File: src/rtl/al_pkg.sv
// Shared definitions for the auto-load PROM reader: FSM encoding, PROM read
// opcode and frame layout.
package al_pkg;

    typedef enum logic [2:0] {
        ST_IDLE,
        ST_SELECT,
        ST_SHIFT,
        ST_DESELECT,
        ST_WRITE
    } al_state_t;

    localparam logic [7:0]  AL_READ_OP    = 8'h03;
    localparam int unsigned AL_FRAME_LEN  = 32;
    localparam logic [15:0] AL_BLANK_WORD = 16'hFFFF;

    // Read frame: opcode, zero-padded word address, then 16 data slots.
    function automatic logic [AL_FRAME_LEN-1:0] al_read_frame(input logic [5:0] addr);
        return {AL_READ_OP, 2'b00, addr, 16'h0000};
    endfunction

endpackage

File: src/rtl/al_prom_reader_if.sv
// Sequencer-side handshake and register-bank write bus of the PROM reader.
interface al_prom_reader_if;

    logic        AL_ENA;
    logic        EXECUTE;
    logic [5:0]  AL_CNT;
    logic        CLR_AL_DONE;
    logic        BUSY;
    logic        AL_DONE;
    logic [15:0] DATA;
    logic [5:0]  DATA_ADDR;
    logic        DATA_WE;

    modport master (
        output AL_ENA, EXECUTE, AL_CNT, CLR_AL_DONE,
        input  BUSY, AL_DONE, DATA, DATA_ADDR, DATA_WE
    );

    modport slave (
        input  AL_ENA, EXECUTE, AL_CNT, CLR_AL_DONE,
        output BUSY, AL_DONE, DATA, DATA_ADDR, DATA_WE
    );

endinterface

File: src/rtl/prom_spi_shifter.sv
// Bit timing for the PROM serial link: SCK divider, 32-bit transmit shift
// register, bit counter and receive word capture.
module prom_spi_shifter
    import al_pkg::*;
#(
    parameter int unsigned CLK_DIV = 4
) (
    input  logic                    CLK,
    input  logic                    RST,
    input  logic                    load,
    input  logic                    active,
    input  logic                    shifting,
    input  logic [AL_FRAME_LEN-1:0] frame,
    input  logic                    so,
    output logic                    si,
    output logic [15:0]             rx_word,
    output logic                    sck_rise,
    output logic                    sck_fall,
    output logic                    frame_done
);

    localparam logic [3:0] DIV_LAST = 4'(CLK_DIV - 1);
    localparam logic [4:0] BIT_LAST = 5'(AL_FRAME_LEN - 1);

    logic [3:0]              div_cnt;
    logic                    phase;
    logic [4:0]              bit_cnt;
    logic [AL_FRAME_LEN-1:0] sr;
    logic                    half_end;

    // Enables describe the SCK transition taking effect on the coming edge.
    always_comb begin
        half_end   = shifting && (div_cnt == DIV_LAST);
        sck_rise   = half_end && !phase;
        sck_fall   = half_end && phase && (bit_cnt != BIT_LAST);
        frame_done = half_end && phase && (bit_cnt == BIT_LAST);
    end

    always_ff @(posedge CLK) begin
        if (RST || !shifting) begin
            div_cnt <= '0;
            phase   <= 1'b0;
            bit_cnt <= '0;
        end else if (half_end) begin
            div_cnt <= '0;
            phase   <= !phase;
            if (phase) begin
                bit_cnt <= bit_cnt + 5'd1;
            end
        end else begin
            div_cnt <= div_cnt + 4'd1;
        end
    end

    always_ff @(posedge CLK) begin
        if (RST) begin
            sr <= '0;
        end else if (load) begin
            sr <= frame;
        end else if (!active) begin
            sr <= '0;
        end else if (sck_fall) begin
            sr <= {sr[AL_FRAME_LEN-2:0], 1'b0};
        end
    end

    // Every bit is captured; only the last 16 (the data word) survive.
    always_ff @(posedge CLK) begin
        if (RST) begin
            rx_word <= '0;
        end else if (sck_rise) begin
            rx_word <= {rx_word[14:0], so};
        end
    end

    assign si = sr[AL_FRAME_LEN-1];

endmodule

File: src/rtl/al_prom_reader.sv
// Auto-load responder: reads one 16-bit word from the serial PROM per
// EXECUTE, writes it to the register bank and maintains the AL_DONE flag.
module al_prom_reader
    import al_pkg::*;
#(
    parameter logic [5:0]  MAX_ADDR   = 6'd33,
    parameter int unsigned CLK_DIV    = 4,
    parameter logic [15:0] BLANK_WORD = AL_BLANK_WORD
) (
    input  logic            CLK,
    input  logic            RST,
    al_prom_reader_if.slave bus,
    output logic            PROM_CS_B,
    output logic            PROM_SCK,
    output logic            PROM_SI,
    input  logic            PROM_SO
);

    al_state_t   state, state_nxt;
    logic [5:0]  addr;
    logic        start;
    logic        sck_rise, sck_fall, frame_done;
    logic [15:0] rx_word;
    logic        done_hit;

    prom_spi_shifter #(
        .CLK_DIV(CLK_DIV)
    ) u_shifter (
        .CLK       (CLK),
        .RST       (RST),
        .load      (start),
        .active    (bus.AL_ENA && (state == ST_SELECT || state == ST_SHIFT)),
        .shifting  (bus.AL_ENA && (state == ST_SHIFT)),
        .frame     (al_read_frame(bus.AL_CNT)),
        .so        (PROM_SO),
        .si        (PROM_SI),
        .rx_word   (rx_word),
        .sck_rise  (sck_rise),
        .sck_fall  (sck_fall),
        .frame_done(frame_done)
    );

    always_comb begin
        start     = (state == ST_IDLE) && bus.EXECUTE && bus.AL_ENA;
        state_nxt = state;
        if (state != ST_IDLE && !bus.AL_ENA) begin
            state_nxt = ST_IDLE;
        end else begin
            case (state)
                ST_IDLE:     if (start) state_nxt = ST_SELECT;
                ST_SELECT:   state_nxt = ST_SHIFT;
                ST_SHIFT:    if (frame_done) state_nxt = ST_DESELECT;
                ST_DESELECT: state_nxt = ST_WRITE;
                ST_WRITE:    state_nxt = ST_IDLE;
                default:     state_nxt = ST_IDLE;
            endcase
        end
    end

    always_ff @(posedge CLK) begin
        if (RST) begin
            state <= ST_IDLE;
        end else begin
            state <= state_nxt;
        end
    end

    // DATA/DATA_ADDR are already updated during Write, so they drive the check.
    always_comb begin
        done_hit = (bus.DATA_ADDR == MAX_ADDR) ||
                   ((bus.DATA_ADDR == 6'd0) && (bus.DATA == BLANK_WORD));
    end

    always_ff @(posedge CLK) begin
        if (RST) begin
            addr          <= '0;
            bus.BUSY      <= 1'b0;
            bus.AL_DONE   <= 1'b0;
            bus.DATA      <= '0;
            bus.DATA_ADDR <= '0;
            bus.DATA_WE   <= 1'b0;
            PROM_CS_B     <= 1'b1;
            PROM_SCK      <= 1'b0;
        end else begin
            if (start) begin
                addr <= bus.AL_CNT;
            end
            bus.BUSY    <= (state_nxt != ST_IDLE);
            bus.DATA_WE <= (state_nxt == ST_WRITE);
            PROM_CS_B   <= !(state_nxt == ST_SELECT || state_nxt == ST_SHIFT);
            if (state_nxt != ST_SHIFT) begin
                PROM_SCK <= 1'b0;
            end else if (sck_rise) begin
                PROM_SCK <= 1'b1;
            end else if (sck_fall) begin
                PROM_SCK <= 1'b0;
            end
            if (state == ST_DESELECT && state_nxt == ST_WRITE) begin
                bus.DATA      <= rx_word;
                bus.DATA_ADDR <= addr;
            end
            if (bus.CLR_AL_DONE) begin
                bus.AL_DONE <= 1'b0;
            end else if (state == ST_WRITE && done_hit) begin
                bus.AL_DONE <= 1'b1;
            end
        end
    end

endmodule

File: src/flat_wrapper.sv
// flat-port wrapper written by rule: the top's interface ports become plain ports
module al_prom_reader_flat import al_pkg::*;
#(
    parameter logic [5:0]  MAX_ADDR   = 6'd33,
    parameter int unsigned CLK_DIV    = 4,
    parameter logic [15:0] BLANK_WORD = AL_BLANK_WORD
)
  (CLK, RST, PROM_CS_B, PROM_SCK, PROM_SI, PROM_SO, bus_AL_ENA, bus_EXECUTE, bus_AL_CNT, bus_CLR_AL_DONE, bus_BUSY, bus_AL_DONE, bus_DATA, bus_DATA_ADDR, bus_DATA_WE);
  al_prom_reader_if bus_i ();
  input  logic CLK;
  input  logic RST;
  output logic PROM_CS_B;
  output logic PROM_SCK;
  output logic PROM_SI;
  input  logic PROM_SO;
  input wire logic [$bits(bus_i.AL_ENA)-1:0] bus_AL_ENA;
  input wire logic [$bits(bus_i.EXECUTE)-1:0] bus_EXECUTE;
  input wire logic [$bits(bus_i.AL_CNT)-1:0] bus_AL_CNT;
  input wire logic [$bits(bus_i.CLR_AL_DONE)-1:0] bus_CLR_AL_DONE;
  output wire logic [$bits(bus_i.BUSY)-1:0] bus_BUSY;
  output wire logic [$bits(bus_i.AL_DONE)-1:0] bus_AL_DONE;
  output wire logic [$bits(bus_i.DATA)-1:0] bus_DATA;
  output wire logic [$bits(bus_i.DATA_ADDR)-1:0] bus_DATA_ADDR;
  output wire logic [$bits(bus_i.DATA_WE)-1:0] bus_DATA_WE;
  assign bus_i.AL_ENA = bus_AL_ENA;
  assign bus_i.EXECUTE = bus_EXECUTE;
  assign bus_i.AL_CNT = bus_AL_CNT;
  assign bus_i.CLR_AL_DONE = bus_CLR_AL_DONE;
  assign bus_BUSY = bus_i.BUSY;
  assign bus_AL_DONE = bus_i.AL_DONE;
  assign bus_DATA = bus_i.DATA;
  assign bus_DATA_ADDR = bus_i.DATA_ADDR;
  assign bus_DATA_WE = bus_i.DATA_WE;
  al_prom_reader #(.MAX_ADDR(MAX_ADDR), .CLK_DIV(CLK_DIV), .BLANK_WORD(BLANK_WORD)) u_core (.CLK(CLK), .RST(RST), .bus(bus_i), .PROM_CS_B(PROM_CS_B), .PROM_SCK(PROM_SCK), .PROM_SI(PROM_SI), .PROM_SO(PROM_SO));
endmodule
File: config.mk
export PLATFORM = sky130hd
export DESIGN_NAME = al_prom_reader_flat
export DESIGN_NICKNAME = d
export VERILOG_FILES = /design/src/rtl/al_pkg.sv /design/src/rtl/al_prom_reader_if.sv /design/src/rtl/prom_spi_shifter.sv /design/src/rtl/al_prom_reader.sv /design/src/flat_wrapper.sv
export SDC_FILE = /design/constraint.sdc
export NUM_CORES = 1
export LEC_CHECK = 0
export ABC_AREA = 1
export CORE_MARGIN = 8
export CORE_UTILIZATION = 35
export CTS_BUF_LIST = sky130_fd_sc_hd__clkbuf_8
export DETAILED_ROUTE_END_ITERATION = 8
export GPL_TIMING_DRIVEN = 0
export SKIP_CTS_REPAIR_TIMING = 1
export SYNTH_ARGS = -nofsm -noshare
export SYNTH_HDL_FRONTEND = slang
export SYNTH_SLANG_ARGS = --single-unit
File: constraint.sdc
create_clock -name CLK -period 2.2 [get_ports CLK]
set_clock_uncertainty 0.2 [all_clocks]
set_input_delay 0.33 -clock CLK [delete_from_list [all_inputs] [get_ports CLK]]
set_output_delay 0.33 -clock CLK [all_outputs]
set_load 0.01 [all_outputs]
==> impl_metrics.toml <==
[route]
wl_um = 7050
highest_layer = "met4"
wl_met1_um = 3460
via_per_inst = 4.62
route.detailed.drc = 0
ant_nets = 0
dr.pass1.iters = 4
dr_wl_met3_um = 424
vias = 2579
drt_iter0_drc = 102
wl_met2_um = 3130
wl_per_cell_um = 12.6

[floorplan]
die_h_um = 109
core-area_um2 = 8550
io_pins = 40
die_w_um = 109
start_util = 0.354
die-area_um2 = 11900
num_rows = 34

[sta]
tightest_slew_ps = 618
whs_ps = 251
setup_viol = 0
period_minus_slack_ps = 1950
rsz0062_at_grt = "false"
clock.fmax_mhz = 512
maxSlewHeadroom = 0.588
hold_viol = 0
finalSetupTns_ps = 0
post-route-period-util = 0.888
finalMaxSlewViolations = 0

[power_and_ir_drop]
pwr_density_cell_nw_per_um2 = 656
peakVddDrop_uv = 368
p_leak_nw = 1.42

[outcome]
status = "complete, no violations"

[clock_tree]
clk_pin_slew_worst_paths_ps = 70
cts-htree-levels = 3
cts.sinks = 78
cts_root_buffer = "clkbuf_8"
cts_tree = "yes"
clock_latency_ps = 340
clockBufferDepth = 2
cts_buffers = 9

[grt]
grt_max_degree = 12
grt_pass1_wl_um = 11900
antenna_found_initial = 0
grt_usage = 0.127
gr-total-overflow = 0
grt_pass1_vias = 2508

[layout]
register_area_um2 = 1560
final_cell_mix = "nor2_1 (100), dfxtp_1 (78), nand2_1 (71)"
multiInputGateArea_um2 = 1290
area_delta_synth_final_pct = 22.5
final_common_cell = "nor2_1"
final_layout_size_suffix_gt1_frac = 0.109
nFillCells = 876
finalNetCount = 462
diodes = 0
utilization = 0.433

[worst_hold_path]
hold_start = "u_core.u_shifter.div_cnt[0]"
hold_path_depth = 1
worstHoldEndpoint = "u_core.u_shifter.div_cnt[0]"
hold_path.class = "reg -> reg"

[worst_setup_path]
start_kind = "flop"
timing.rr.start = "u_core.u_shifter.bit_cnt[0]"
worstSetupPathType = "reg -> reg"
cp_slowest_cell = "dfxtp_1"
rrSetupSlack_ps = 250
r2r_end = "u_core.u_shifter.sr[19]"
crit_chain = "ha_1, inv_1, nor3_1, ha_1, inv_1, nand4_1, nand2_1, inv_2, nor2_1, nor2_1"
crit_family = "simple AND/OR/NAND/NOR gates"
critPathMaxFanout = 8
cp_data_required_time_ps = 2240
critPathArrivalTime_ps = 1990
end_kind = "flop"
reg2regPathDepth = 10
slowest_delay_ps = 330
path_buf_inv = 3

[logic_synthesis]
ys_ff_latch = 78
synth.distinct_cells = 26
synth_sequential_area_ratio = 0.516
synth_fp_nets = 412
syn_area_per_cell_um2 = 7.62
synth_cells = 397
syn_area_um2 = 3030
yosysWarnings = 0

[placement]
port-buffer-count = 39
dp_hpwl_um = 5130
gp_congestion = 0.790

[job]
cap_violations = 0
==> worst register-to-register path: cells and delay by family, from the launching register on <==
kind / cells / cell delay (ps)
adder cells (fa/ha/maj): 2 / 400
buffers and inverters: 3 / 280
flip-flops: 1 / 330
AND/OR/NAND/NOR: 5 / 640
==> Yosys cell counts <==
master	number	area [µm²]
nand2_4	1	11.3
nor2_2	1	6.26
nand4_1	5	31.3
xor2_1	1	8.76
dfxtp_1	78	1560
buf_12	1	20.0
nor2_4	1	11.3
nor3_1	1	5.00
a211oi_1	1	7.51
nor2_1	100	375
o21ai_1	8	40.0
nand2_2	11	68.8
o21ai_0	32	160
clkbuf_1	8	30.0
ha_1	3	37.5
inv_1	18	67.6
buf_1	2	7.51
a21oi_2	10	87.6
nand3_1	11	55.1
or2_2	2	12.5
buf_2	4	20.0
inv_6	1	8.76
inv_2	5	18.8
nand2_1	71	267
a21oi_1	20	100
or2_0	1	6.26
==> per-layer routing <==
layer  vias to the layer above  global-route usage
li1                       1362                   -
met2                        50               0.204
met3                         5              0.0508
met5                         -                   0
met1                      1162               0.153
met4                         0              0.0381
==> worst max-delay path by stage <==
stage	to	depth (start not counted)	from	slack (ps)
2_1_floorplan	u_core.u_shifter.sr[17]	10	u_core.u_shifter.bit_cnt[0]	510
3_3_place_gp	u_core.bus.DATA[13]	7	bus_AL_ENA	40
3_5_place_dp	u_core.bus.DATA_ADDR[4]	7	bus_AL_ENA	30
4_1_cts	u_core.u_shifter.sr[19]	10	u_core.u_shifter.bit_cnt[0]	260
5_1_grt	u_core.u_shifter.sr[18]	10	u_core.u_shifter.bit_cnt[0]	0.8
6_report	u_core.u_shifter.sr[19]	10	u_core.u_shifter.bit_cnt[0]	250
==> per-stage QoR <==
stage	instances	total power, W	cell area, µm²	setup slack, ps
after floorplan	397	0.00152	3030	509
after global placement	544	0.00157	3550	39.2
after detailed placement	544	0.00157	3550	32.2
after CTS	558	0.00247	3710	264
after global routing	558	0.00253	3710	0.834
final	558	0.00243	3710	246
==> report_power, final <==
group          internal [W]  total (W)  switching (W)
registers           0.00143    0.00144     0.00000846
logic             0.0000426   0.000104      0.0000609
clock network      0.000416   0.000891       0.000475
==> sequential cells by signal, indices dropped and copies added (netlist names) <==
name	cells
u_core.bus.DATA_WE	1
u_core.addr	6
u_core.bus.BUSY	1
u_core.bus.AL_DONE	1
u_core.u_shifter.div_cnt	4
u_core.u_shifter.bit_cnt	5
u_core.PROM_CS_B	1
u_core.bus.DATA	16
u_core.PROM_SCK	1
u_core.state	3
u_core.u_shifter.rx_word	16
u_core.bus.DATA_ADDR	6
u_core.u_shifter.sr	16
u_core.u_shifter.phase	1
==> cells by family (layout without fill, tap and decap cells) <==
kind of cell | count (synthesis) | count (layout) | synth area share
flip-flops | 78 | 78 | 0.516
AO/OA/AOI/OAI | 71 | 71 | 0.131
buffers and inverters | 39 | 92 | 0.0571
XOR/XNOR | 1 | 1 | 0.00290
AND/OR/NAND/NOR | 205 | 205 | 0.281
adder cells (fa/ha/maj) | 3 | 3 | 0.0124
==> final cells by class <==
| class | count | area share |
|---|---|---|
| tap | 108 | 0.0365 |
| clock inverter | 4 | 0.00473 |
| sequential | 78 | 0.421 |
| inverter | 24 | 0.0257 |
| multi-input combinational | 280 | 0.348 |
| clock buffer | 10 | 0.0371 |
| buffer | 15 | 0.0209 |
| timing repair buffer | 39 | 0.105 |
Note: power is estimated with default switching activity, not from simulation.
